File: src/rtl/mem_port_arbiter_pkg.sv
// Shared encodings for the unified memory port arbiter: FSM states, owner ids
// and the wait-state counter width.
package arb_pkg;

    typedef enum logic [1:0] {
        ST_IDLE   = 2'b00,
        ST_ACCESS = 2'b01,
        ST_RESP   = 2'b10
    } state_t;

    typedef enum logic {
        OWN_CPU = 1'b0,
        OWN_EXT = 1'b1
    } owner_t;

    localparam int CNT_W = 4;

endpackage

File: src/rtl/mem_port_arbiter_if.sv
// Bus bundle for the arbiter: CPU and EXT requester ports plus the memory side.
// Handshake: a requester raises req with we/adr/wd and holds req until its ready
// pulses for one cycle; rd is valid during that ready cycle. Request fields are
// captured when the access is granted and ignored afterwards.
interface mem_port_arbiter_if #(
    parameter int AW = 32,
    parameter int DW = 32
);
    logic          cpu_req;
    logic          cpu_we;
    logic [AW-1:0] cpu_adr;
    logic [DW-1:0] cpu_wd;
    logic [DW-1:0] cpu_rd;
    logic          cpu_ready;

    logic          ext_req;
    logic          ext_we;
    logic [AW-1:0] ext_adr;
    logic [DW-1:0] ext_wd;
    logic [DW-1:0] ext_rd;
    logic          ext_ready;

    logic [AW-1:0] mem_adr;
    logic [DW-1:0] mem_wd;
    logic          mem_we;
    logic [DW-1:0] mem_rd;

    logic          grant_ext;

    modport slave (
        input  cpu_req, cpu_we, cpu_adr, cpu_wd,
        input  ext_req, ext_we, ext_adr, ext_wd,
        input  mem_rd,
        output cpu_rd, cpu_ready, ext_rd, ext_ready,
        output mem_adr, mem_wd, mem_we, grant_ext
    );

    modport master (
        output cpu_req, cpu_we, cpu_adr, cpu_wd,
        output ext_req, ext_we, ext_adr, ext_wd,
        output mem_rd,
        input  cpu_rd, cpu_ready, ext_rd, ext_ready,
        input  mem_adr, mem_wd, mem_we, grant_ext
    );

endinterface

File: src/rtl/mem_port_arbiter_pick2.sv
// Combinational two-way picker: chooses the requester to serve from the IDLE
// request vector, either fixed CPU priority or alternating on ties.
module arb_pick2
    import arb_pkg::*;
#(
    parameter int CPU_PRIO = 0
) (
    input  logic [1:0] req,         // [0] = CPU, [1] = EXT
    input  owner_t     last_owner,
    output owner_t     winner
);

    always_comb begin
        winner = OWN_CPU;
        case (req)
            2'b01:   winner = OWN_CPU;
            2'b10:   winner = OWN_EXT;
            2'b11: begin
                // On a tie without priority, serve whoever did not go last.
                if (CPU_PRIO != 0) winner = OWN_CPU;
                else               winner = (last_owner == OWN_CPU) ? OWN_EXT : OWN_CPU;
            end
            default: winner = OWN_CPU;
        endcase
    end

endmodule

File: src/rtl/mem_port_arbiter.sv
// Shares one unified instruction/data memory port between the CPU and an
// external requester, sequencing each access through WAIT_STATES wait cycles.
module mem_port_arbiter
    import arb_pkg::*;
#(
    parameter int AW          = 32,
    parameter int DW          = 32,
    parameter int WAIT_STATES = 1,
    parameter int CPU_PRIO    = 0
) (
    input  logic                clk,
    input  logic                reset,
    mem_port_arbiter_if.slave   bus,
    output state_t              dbg_state
);

    state_t            state;
    state_t            state_n;
    owner_t            owner_q;
    owner_t            last_owner;
    owner_t            winner;
    logic              we_q;
    logic [AW-1:0]     adr_q;
    logic [DW-1:0]     wd_q;
    logic [CNT_W-1:0]  cnt;
    logic [DW-1:0]     rd_q;
    logic [1:0]        req;
    logic              latch;
    logic              final_cyc;

    assign req = {bus.ext_req, bus.cpu_req};

    arb_pick2 #(
        .CPU_PRIO (CPU_PRIO)
    ) u_pick (
        .req        (req),
        .last_owner (last_owner),
        .winner     (winner)
    );

    always_ff @(posedge clk or negedge reset) begin
        if (!reset) state <= ST_IDLE;
        else        state <= state_n;
    end

    always_comb begin
        state_n   = state;
        latch     = 1'b0;
        final_cyc = 1'b0;
        case (state)
            ST_IDLE: begin
                if (|req) begin
                    latch   = 1'b1;
                    state_n = ST_ACCESS;
                end
            end
            ST_ACCESS: begin
                if (cnt == '0) begin
                    final_cyc = 1'b1;
                    state_n   = ST_RESP;
                end
            end
            ST_RESP: state_n = ST_IDLE;
            default: state_n = ST_IDLE;
        endcase
    end

    // Request fields are captured once at grant; the requester may change them freely afterwards.
    always_ff @(posedge clk or negedge reset) begin
        if (!reset) begin
            owner_q    <= OWN_CPU;
            we_q       <= 1'b0;
            adr_q      <= '0;
            wd_q       <= '0;
            cnt        <= '0;
            rd_q       <= '0;
            last_owner <= OWN_EXT;
        end else begin
            if (latch) begin
                owner_q <= winner;
                we_q    <= (winner == OWN_EXT) ? bus.ext_we  : bus.cpu_we;
                adr_q   <= (winner == OWN_EXT) ? bus.ext_adr : bus.cpu_adr;
                wd_q    <= (winner == OWN_EXT) ? bus.ext_wd  : bus.cpu_wd;
                cnt     <= CNT_W'(WAIT_STATES);
            end else if (state == ST_ACCESS && cnt != '0) begin
                cnt <= cnt - CNT_W'(1);
            end
            if (final_cyc && !we_q) rd_q <= bus.mem_rd;
            if (state == ST_RESP)   last_owner <= owner_q;
        end
    end

    // Strobe and ready decode from the state register, so reset clears them without a clock.
    assign bus.mem_adr   = adr_q;
    assign bus.mem_wd    = wd_q;
    assign bus.mem_we    = final_cyc & we_q;
    assign bus.cpu_rd    = rd_q;
    assign bus.ext_rd    = rd_q;
    assign bus.cpu_ready = (state == ST_RESP) && (owner_q == OWN_CPU);
    assign bus.ext_ready = (state == ST_RESP) && (owner_q == OWN_EXT);
    assign bus.grant_ext = ((state == ST_ACCESS) || (state == ST_RESP)) && (owner_q == OWN_EXT);
    assign dbg_state     = state;

endmodule

File: src/flat_wrapper.sv
// flat-port wrapper written by rule: the top's interface ports become plain ports
module mem_port_arbiter_flat import arb_pkg::*;
#(
    parameter int AW          = 32,
    parameter int DW          = 32,
    parameter int WAIT_STATES = 1,
    parameter int CPU_PRIO    = 0
)
  (clk, reset, dbg_state, bus_cpu_req, bus_cpu_we, bus_cpu_adr, bus_cpu_wd, bus_ext_req, bus_ext_we, bus_ext_adr, bus_ext_wd, bus_mem_rd, bus_cpu_rd, bus_cpu_ready, bus_ext_rd, bus_ext_ready, bus_mem_adr, bus_mem_wd, bus_mem_we, bus_grant_ext);
  mem_port_arbiter_if #(.AW(AW), .DW(DW)) bus_i ();
  input  logic clk;
  input  logic reset;
  output state_t dbg_state;
  input wire logic [$bits(bus_i.cpu_req)-1:0] bus_cpu_req;
  input wire logic [$bits(bus_i.cpu_we)-1:0] bus_cpu_we;
  input wire logic [$bits(bus_i.cpu_adr)-1:0] bus_cpu_adr;
  input wire logic [$bits(bus_i.cpu_wd)-1:0] bus_cpu_wd;
  input wire logic [$bits(bus_i.ext_req)-1:0] bus_ext_req;
  input wire logic [$bits(bus_i.ext_we)-1:0] bus_ext_we;
  input wire logic [$bits(bus_i.ext_adr)-1:0] bus_ext_adr;
  input wire logic [$bits(bus_i.ext_wd)-1:0] bus_ext_wd;
  input wire logic [$bits(bus_i.mem_rd)-1:0] bus_mem_rd;
  output wire logic [$bits(bus_i.cpu_rd)-1:0] bus_cpu_rd;
  output wire logic [$bits(bus_i.cpu_ready)-1:0] bus_cpu_ready;
  output wire logic [$bits(bus_i.ext_rd)-1:0] bus_ext_rd;
  output wire logic [$bits(bus_i.ext_ready)-1:0] bus_ext_ready;
  output wire logic [$bits(bus_i.mem_adr)-1:0] bus_mem_adr;
  output wire logic [$bits(bus_i.mem_wd)-1:0] bus_mem_wd;
  output wire logic [$bits(bus_i.mem_we)-1:0] bus_mem_we;
  output wire logic [$bits(bus_i.grant_ext)-1:0] bus_grant_ext;
  assign bus_i.cpu_req = bus_cpu_req;
  assign bus_i.cpu_we = bus_cpu_we;
  assign bus_i.cpu_adr = bus_cpu_adr;
  assign bus_i.cpu_wd = bus_cpu_wd;
  assign bus_i.ext_req = bus_ext_req;
  assign bus_i.ext_we = bus_ext_we;
  assign bus_i.ext_adr = bus_ext_adr;
  assign bus_i.ext_wd = bus_ext_wd;
  assign bus_i.mem_rd = bus_mem_rd;
  assign bus_cpu_rd = bus_i.cpu_rd;
  assign bus_cpu_ready = bus_i.cpu_ready;
  assign bus_ext_rd = bus_i.ext_rd;
  assign bus_ext_ready = bus_i.ext_ready;
  assign bus_mem_adr = bus_i.mem_adr;
  assign bus_mem_wd = bus_i.mem_wd;
  assign bus_mem_we = bus_i.mem_we;
  assign bus_grant_ext = bus_i.grant_ext;
  mem_port_arbiter #(.AW(AW), .DW(DW), .WAIT_STATES(WAIT_STATES), .CPU_PRIO(CPU_PRIO)) u_core (.clk(clk), .reset(reset), .bus(bus_i), .dbg_state(dbg_state));
endmodule
File: config.mk
export PLATFORM = sky130hd
export DESIGN_NAME = mem_port_arbiter_flat
export DESIGN_NICKNAME = d
export VERILOG_FILES = /design/src/rtl/mem_port_arbiter_pkg.sv /design/src/rtl/mem_port_arbiter_if.sv /design/src/rtl/mem_port_arbiter_pick2.sv /design/src/rtl/mem_port_arbiter.sv /design/src/flat_wrapper.sv
export SDC_FILE = /design/constraint.sdc
export NUM_CORES = 1
export LEC_CHECK = 0
export ABC_CLOCK_PERIOD_IN_PS = 2350
export CELL_PAD_IN_SITES_DETAIL_PLACEMENT = 2
export CELL_PAD_IN_SITES_GLOBAL_PLACEMENT = 2
export CORE_MARGIN = 2
export CORE_UTILIZATION = 21
export CTS_CLUSTER_SIZE = 16
export DETAILED_ROUTE_END_ITERATION = 8
export GPL_TIMING_DRIVEN = 0
export PLACE_DENSITY_LB_ADDON = 0.12
export SYNTH_ARGS = -nofsm -noshare
export SYNTH_HDL_FRONTEND = slang
export SYNTH_SLANG_ARGS = --single-unit
File: constraint.sdc
create_clock -name clk -period 2.35 [get_ports clk]
set_input_delay 0.5875 -clock clk [delete_from_list [all_inputs] [get_ports clk]]
set_output_delay 0.5875 -clock clk [all_outputs]
set_load 0.02 [all_outputs]
# Yosys cells after proc, flatten, opt, wreduce, memory -nomap -nowiden

Index checks and enable logic that the tools add are counted.

Register bits: 105
Bits of input ports: 166
Output and inout port bits: 134
Word-level logic and storage cells: 44

$add $sub $neg: 1
Equal/unequal tests: 6
Mux-type cells: 14
Bitwise gates (word level): 2
Reduce and logical (&&, ||, !) cells: 13

Operators with widths:

| operator                                               | number |
|---|---|
| two-way mux 32 bit                                     | 2 |
| two-way mux 4 bit                                      | 2 |
| == test 2 bit (second input constant)                  | 3 |
| two-way mux 1 bit                                      | 6 |
| logical AND 1 bit                                      | 5 |
| logical NOT 4 bit                                      | 1 |
| two-way mux 2 bit                                      | 2 |
| inequality test 2 x 1 -> 1 bit (second input constant) | 2 |
| one-hot mux 2 bit (2 select lines)                     | 1 |
| nonzero test 4 bit                                     | 1 |
| subtractor 4 x 1 -> 4 bit (second input constant)      | 1 |
| == test 2 x 1 -> 1 bit (second input constant)         | 1 |
| logical NOT 2 bit                                      | 1 |
| one-hot mux 1 bit (2 select lines)                     | 1 |
| AND reduction 2 bit                                    | 1 |
| nonzero test 2 bit                                     | 1 |
| OR reduction 2 bit                                     | 1 |
| bitwise AND 1 bit                                      | 1 |
| logical NOT 1 bit                                      | 1 |
| logical OR 1 bit                                       | 1 |
| inverter 1 bit                                         | 1 |

# Logic depth before layout (Yosys ltp)

Word-level depth: 4
Gate-level depth with buffers: 7
Gate-level depth less buffers: 5

# Hierarchy

Synthesis repeated with hierarchy kept, for this count alone.

Cell total of the unflattened synthesis: 432
Area, all modules: 4911.0 µm²

By module, submodules not included:

| module           | times used | cells each | area each (µm²) | sequential area each (µm²) |
|---|---|---|---|---|
| mem_port_arbiter | 1          | 431        | 4899.7          | 2628.8 |
| arb_pick2        | 1          | 1          | 11.3            | 0.0 |

# Worst setup path before layout

No wires, ideal clock.

Path kind: reg2reg
Start point: register u_core.state[1] (netlist: u_core.dbg_state[1])
End point: register u_core.rd_q[11] (netlist: u_core.bus.cpu_rd[11])
Library setup time: 125 ps
Data arrival time: 1844 ps
Data required time: 2225 ps
Setup slack: 382 ps
Stages on the path, launching flop included: 7
Buffers on the path: 1
Period minus slack after synthesis: 1968 ps
Cells stage by stage: dfrtp_1 > inv_1 > ha_1 > inv_1 > nor4b_4 > buf_6 > mux2_2

Longest elaborated chain between the ends: 3

Ends and longest elaborated chain:

| element                | RTL line               | source |
|---|---|---|
| start, declared        | mem_port_arbiter.sv:17 | `state_t state;` |
| start signal, assigned | mem_port_arbiter.sv:43 | `else state <= state_n;` |
| == test 2 x 1 -> 1 bit | mem_port_arbiter.sv:50 | `case (state)` |
| two-way mux 1 bit      | mem_port_arbiter.sv:50 |  |
| logical AND 1 bit      | mem_port_arbiter.sv:88 | `if (final_cyc && !we_q) rd_q <= bus.mem_rd;` |
| end signal, assigned   | mem_port_arbiter.sv:88 |  |
| end, declared          | mem_port_arbiter.sv:26 | `logic [DW-1:0] rd_q;` |

Every way passes these cells.
A chain may end at the register's enable or synchronous reset.

# Worst setup path after layout

Start point: register u_core.cnt[1]
End point: output port bus_mem_we

Longest elaborated chain between the ends: 4

Ends and longest elaborated chain:

| element                | RTL line               | source |
|---|---|---|
| start, declared        | mem_port_arbiter.sv:25 | `logic [CNT_W-1:0] cnt;` |
| start signal, assigned | mem_port_arbiter.sv:84 | `cnt <= CNT_W'(WAIT_STATES);` |
| start signal, assigned | mem_port_arbiter.sv:86 | `cnt <= cnt - CNT_W'(1);` |
| logical NOT 4 bit      | mem_port_arbiter.sv:58 | `if (cnt == '0) begin` |
| two-way mux 1 bit      | mem_port_arbiter.sv:58 |  |
| two-way mux 1 bit      | mem_port_arbiter.sv:50 |  |
| bitwise AND 1 bit      | mem_port_arbiter.sv:96 | `assign bus.mem_we = final_cyc & we_q;` |
| end, declared          | flat_wrapper.sv:29     | `output wire logic [$bits(bus_i.mem_we)-1:0] bus_mem_we;` |

Every way passes these cells.

==> metrics.md <==
| Metric | Value |
|---|---|
| Port bufs | `299` |
| R2R Setup Slk | `between 0.15 and 0.2 ns` |
| Max-cap violation count | `0` |
| Hold Vio Cnt, Final | `0` |
| Slew headroom | `~65%` |
| Seq/Total Area, Yosys | `a little over half` |
| Setup violations, final | `0` |
| Peak VDD IR | `roughly 0.34 mV` |
| Total grt overflow | `0` |
| Die X | `roughly 160 µm` |
| Worst Tran Pin Value | `about 0.53 ns` |
| Nets | `917` |
| Post-Syn Area per Cell | `approximately 11 µm²` |
| Commonest cells in the synthesized netlist | `dfrtp_1, nand2_1, o21ai_0, mux2i_1, buf_4` |
| Top_reg_cell synth | `dfrtp_1` |
| Worst hold-check path type | `in -> async` |
| Part of the cycle the worst path needs | `a little over nine tenths` |
| CTS H-tree depth | `3` |
| Final instance area | `a little under 9000 µm²` |
| FMAX | `0.4494 GHz` |
| Number of global-route vias before repair | `between 4000 and 5000` |
| Final WL | `approximately 19000 µm` |
| Worst setup EP type | `output pin` |
| Fin crit period | `about 2.2 ns` |
| Fraction of layout cells with a size suffix above 1 | `14.67%` |
| Lkg Pwr | `around 3.8 nW` |
| Layout Skew | `about 0.0054 ns` |
| Async S/R FF share, synth | `100.0%` |
| Dpl cell area | `between 8000 and 9000 µm²` |
| Area grow syn2layout | `75.78%` |
| WL/cell | `17.64 µm` |
| DR pass1 iterations | `4` |
| Startpoint type of the worst setup path | `flip-flop` |
| Post-synthesis cell area | `between 4000 and 5000 µm²` |
| Cell variety after synth | `31` |
| First-pass GRT wire length | `between 20000 and 30000 µm` |
| Most common cell in the netlist | `dfrtp_1` |
| WP data required | `approximately 1.8 ns` |
| Pins Over Slew Limit | `0` |
| I/O pins | `300` |
| Clk Latency, worst-skew pair | `~0.35 ns` |
| Pwr/cell area | `about 1300 nW/µm²` |
| Post-synth top area share | `between 50% and 60%` |
| Number of cell rows | `56` |
| CTS tree | `yes` |
| Root Buffer Master | `clkbuf_16` |
| Placer Congestion | `roughly 0.73` |
| Final std cells w/o fill | `approximately 1100` |
| Critical path type | `reg -> out` |
| Initial antenna violation count | `1` |
| Yosys top cell by area | `dfrtp_1` |
| Cts hold-fix bufs | `0` |
| Routed vias | `~4500` |
| Worst-path clk slew | `roughly 0.080 ns` |
| Flip-flop and latch count after synthesis | `105` |
| Largest cells by area after synthesis | `dfrtp_1, mux2i_1, mux2_2, o21ai_0, buf_4` |
| Dpl cells | `1053` |
| HPWL Detailed | `15420 µm` |
| DRT iter0 DRCs | `92` |
| Die area | `about 25000 µm²` |
| Placeable Area | `around 23000 µm²` |
| GR Util All Layers | `around 15%` |
| Syn nets | `606` |
| Syn Inst Count | `between 400 and 500` |
| Pin count of the biggest net entering global routing | `54` |
| Post-synth EDFFs | `0` |
| Max Fanout on Critical Path | `4` |
| Clk sink count | `around 110` |
| Unrepaired setup endpoints after global routing | `false` |
| Drt drc | `0` |
| Via density | `4.171` |
| Die Height | `around 160 µm` |
| Antenna-violating nets left | `0` |
| Status | `completed` |
| Worst path arrival time | `1.64 ns` |
| Clock buffer depth | `2` |
| Starting Density | `around a fifth` |
| Fin Setup TNS | `0 ns` |
| Ys Warns | `0` |
| Num CTS Buffers | `9` |
-- path summary, 6_finish.rpt --
kind                       depth (start not counted)                     to                  start
setup / recovery                                   5             bus_mem_we          u_core.cnt[1]
hold / removal                                     1  u_core.bus.cpu_rd[19]                  reset
setup reg to reg                                   6  u_core.bus.cpu_rd[27]    u_core.dbg_state[1]
hold reg to reg                                    2  u_core.bus.mem_adr[0]  u_core.bus.mem_adr[0]
max in group asynchronous                          2      u_core.last_owner                  reset
min in group clk                                   2  u_core.bus.mem_adr[0]  u_core.bus.mem_adr[0]
-- layout make-up --
| cell class | count | area [µm²] |
|---|---|---|
| Tap cell | 319 | 399.1 |
| Multi-Input combinational cell | 266 | 1902 |
| Sequential cell | 105 | 2629 |
| Clock buffer | 10 | 239.0 |
| Inverter | 6 | 22.52 |
| Timing Repair Buffer | 300 | 3013 |
| Antenna cell | 1 | 2.502 |
| Fill cell | 2499 | 14620 |
| Clock inverter | 6 | 50.05 |
| Buffer | 57 | 389.1 |
-- registers in the layout (all words and copies together) (netlist names) --
| signal | count |
|---|---|
| u_core.last_owner | 1 |
| u_core.bus.mem_adr | 32 |
| u_core.bus.cpu_rd | 32 |
| u_core.we_q | 1 |
| u_core.owner_q | 1 |
| u_core.cnt | 4 |
| u_core.dbg_state | 2 |
| u_core.bus.mem_wd | 32 |
-- cell families (layout without fill, tap and decap cells) --
kind of cell / count (synthesis) / in the layout / synth area share, %
adder cells (fa/ha/maj): 6 / 6 / 1.526
other: 0 / 1 / 0
multiplexers: 100 / 100 / 21.22
AO/OA/AOI/OAI: 75 / 75 / 7.962
flip-flops: 105 / 105 / 53.45
AND/OR/NAND/NOR: 85 / 85 / 7.682
buffers and inverters: 63 / 379 / 8.166
-- power breakdown --
| group | switching (mW) | internal [mW] |
|---|---|---|
| clock network | 0.740 | 0.761 |
| registers | 0.605 | 2.71 |
| logic | 3.27 | 3.27 |
-- cell usage in the layout, fill, tap and decap left out, types with 2 or more instances in the layout --
master	n
clkinvlp_4	2
inv_6	2
clkbuf_2	8
nand2_1	68
dlygate4sd2_1	3
buf_6	4
clkbuf_1	6
clkinv_4	2
mux2_2	33
buf_4	37
and2_1	2
dfrtp_1	104
o21ai_0	67
buf_2	4
mux2i_1	66
a21oi_1	2
nor2_1	4
ha_1	5
inv_1	6
nand3_1	2
clkbuf_16	9
clkdlybuf4s50_1	294
-- routing by layer --
metal  track usage (%)  vias to the layer above  wire length, µm
li1                  -                     2080                -
met1             17.54                     2156             7399
met2             26.07                      208             9026
met3             6.635                       17             2124
met4             4.805                        2              307
met5                 0                        -               12
-- worst max-delay path, cell delays in order (launching register included) --
cell and delay (ns):
dfrtp_1 0.39, inv_1 0.12, ha_2 0.23, nor2b_4 0.17, and4b_1 0.20, buf_2 0.18
-- stage by stage --
step,power (mW),utilization [%],hold slack [ns],setup slack [ns]
after detailed placement,10.04,35.85,0.4772,-0.6473
final,11.36,37.17,0.1768,0.1247
after CTS,11.60,37.10,0.1910,0.02264
after global placement,9.799,35.73,0.4616,-3.746
after global routing,12.19,37.16,0.2010,0.002923
after floorplan,6.599,-,0.2919,0.3816
-- what timing repair did --
action                                  4_1_cts  5_1_grt
endpoints found under the setup margin       71       60
buffers inserted                              0        0
gates resized for setup                      11       15
pin swaps                                     0        1
No activity file was read; power rests on OpenSTA's default activity.
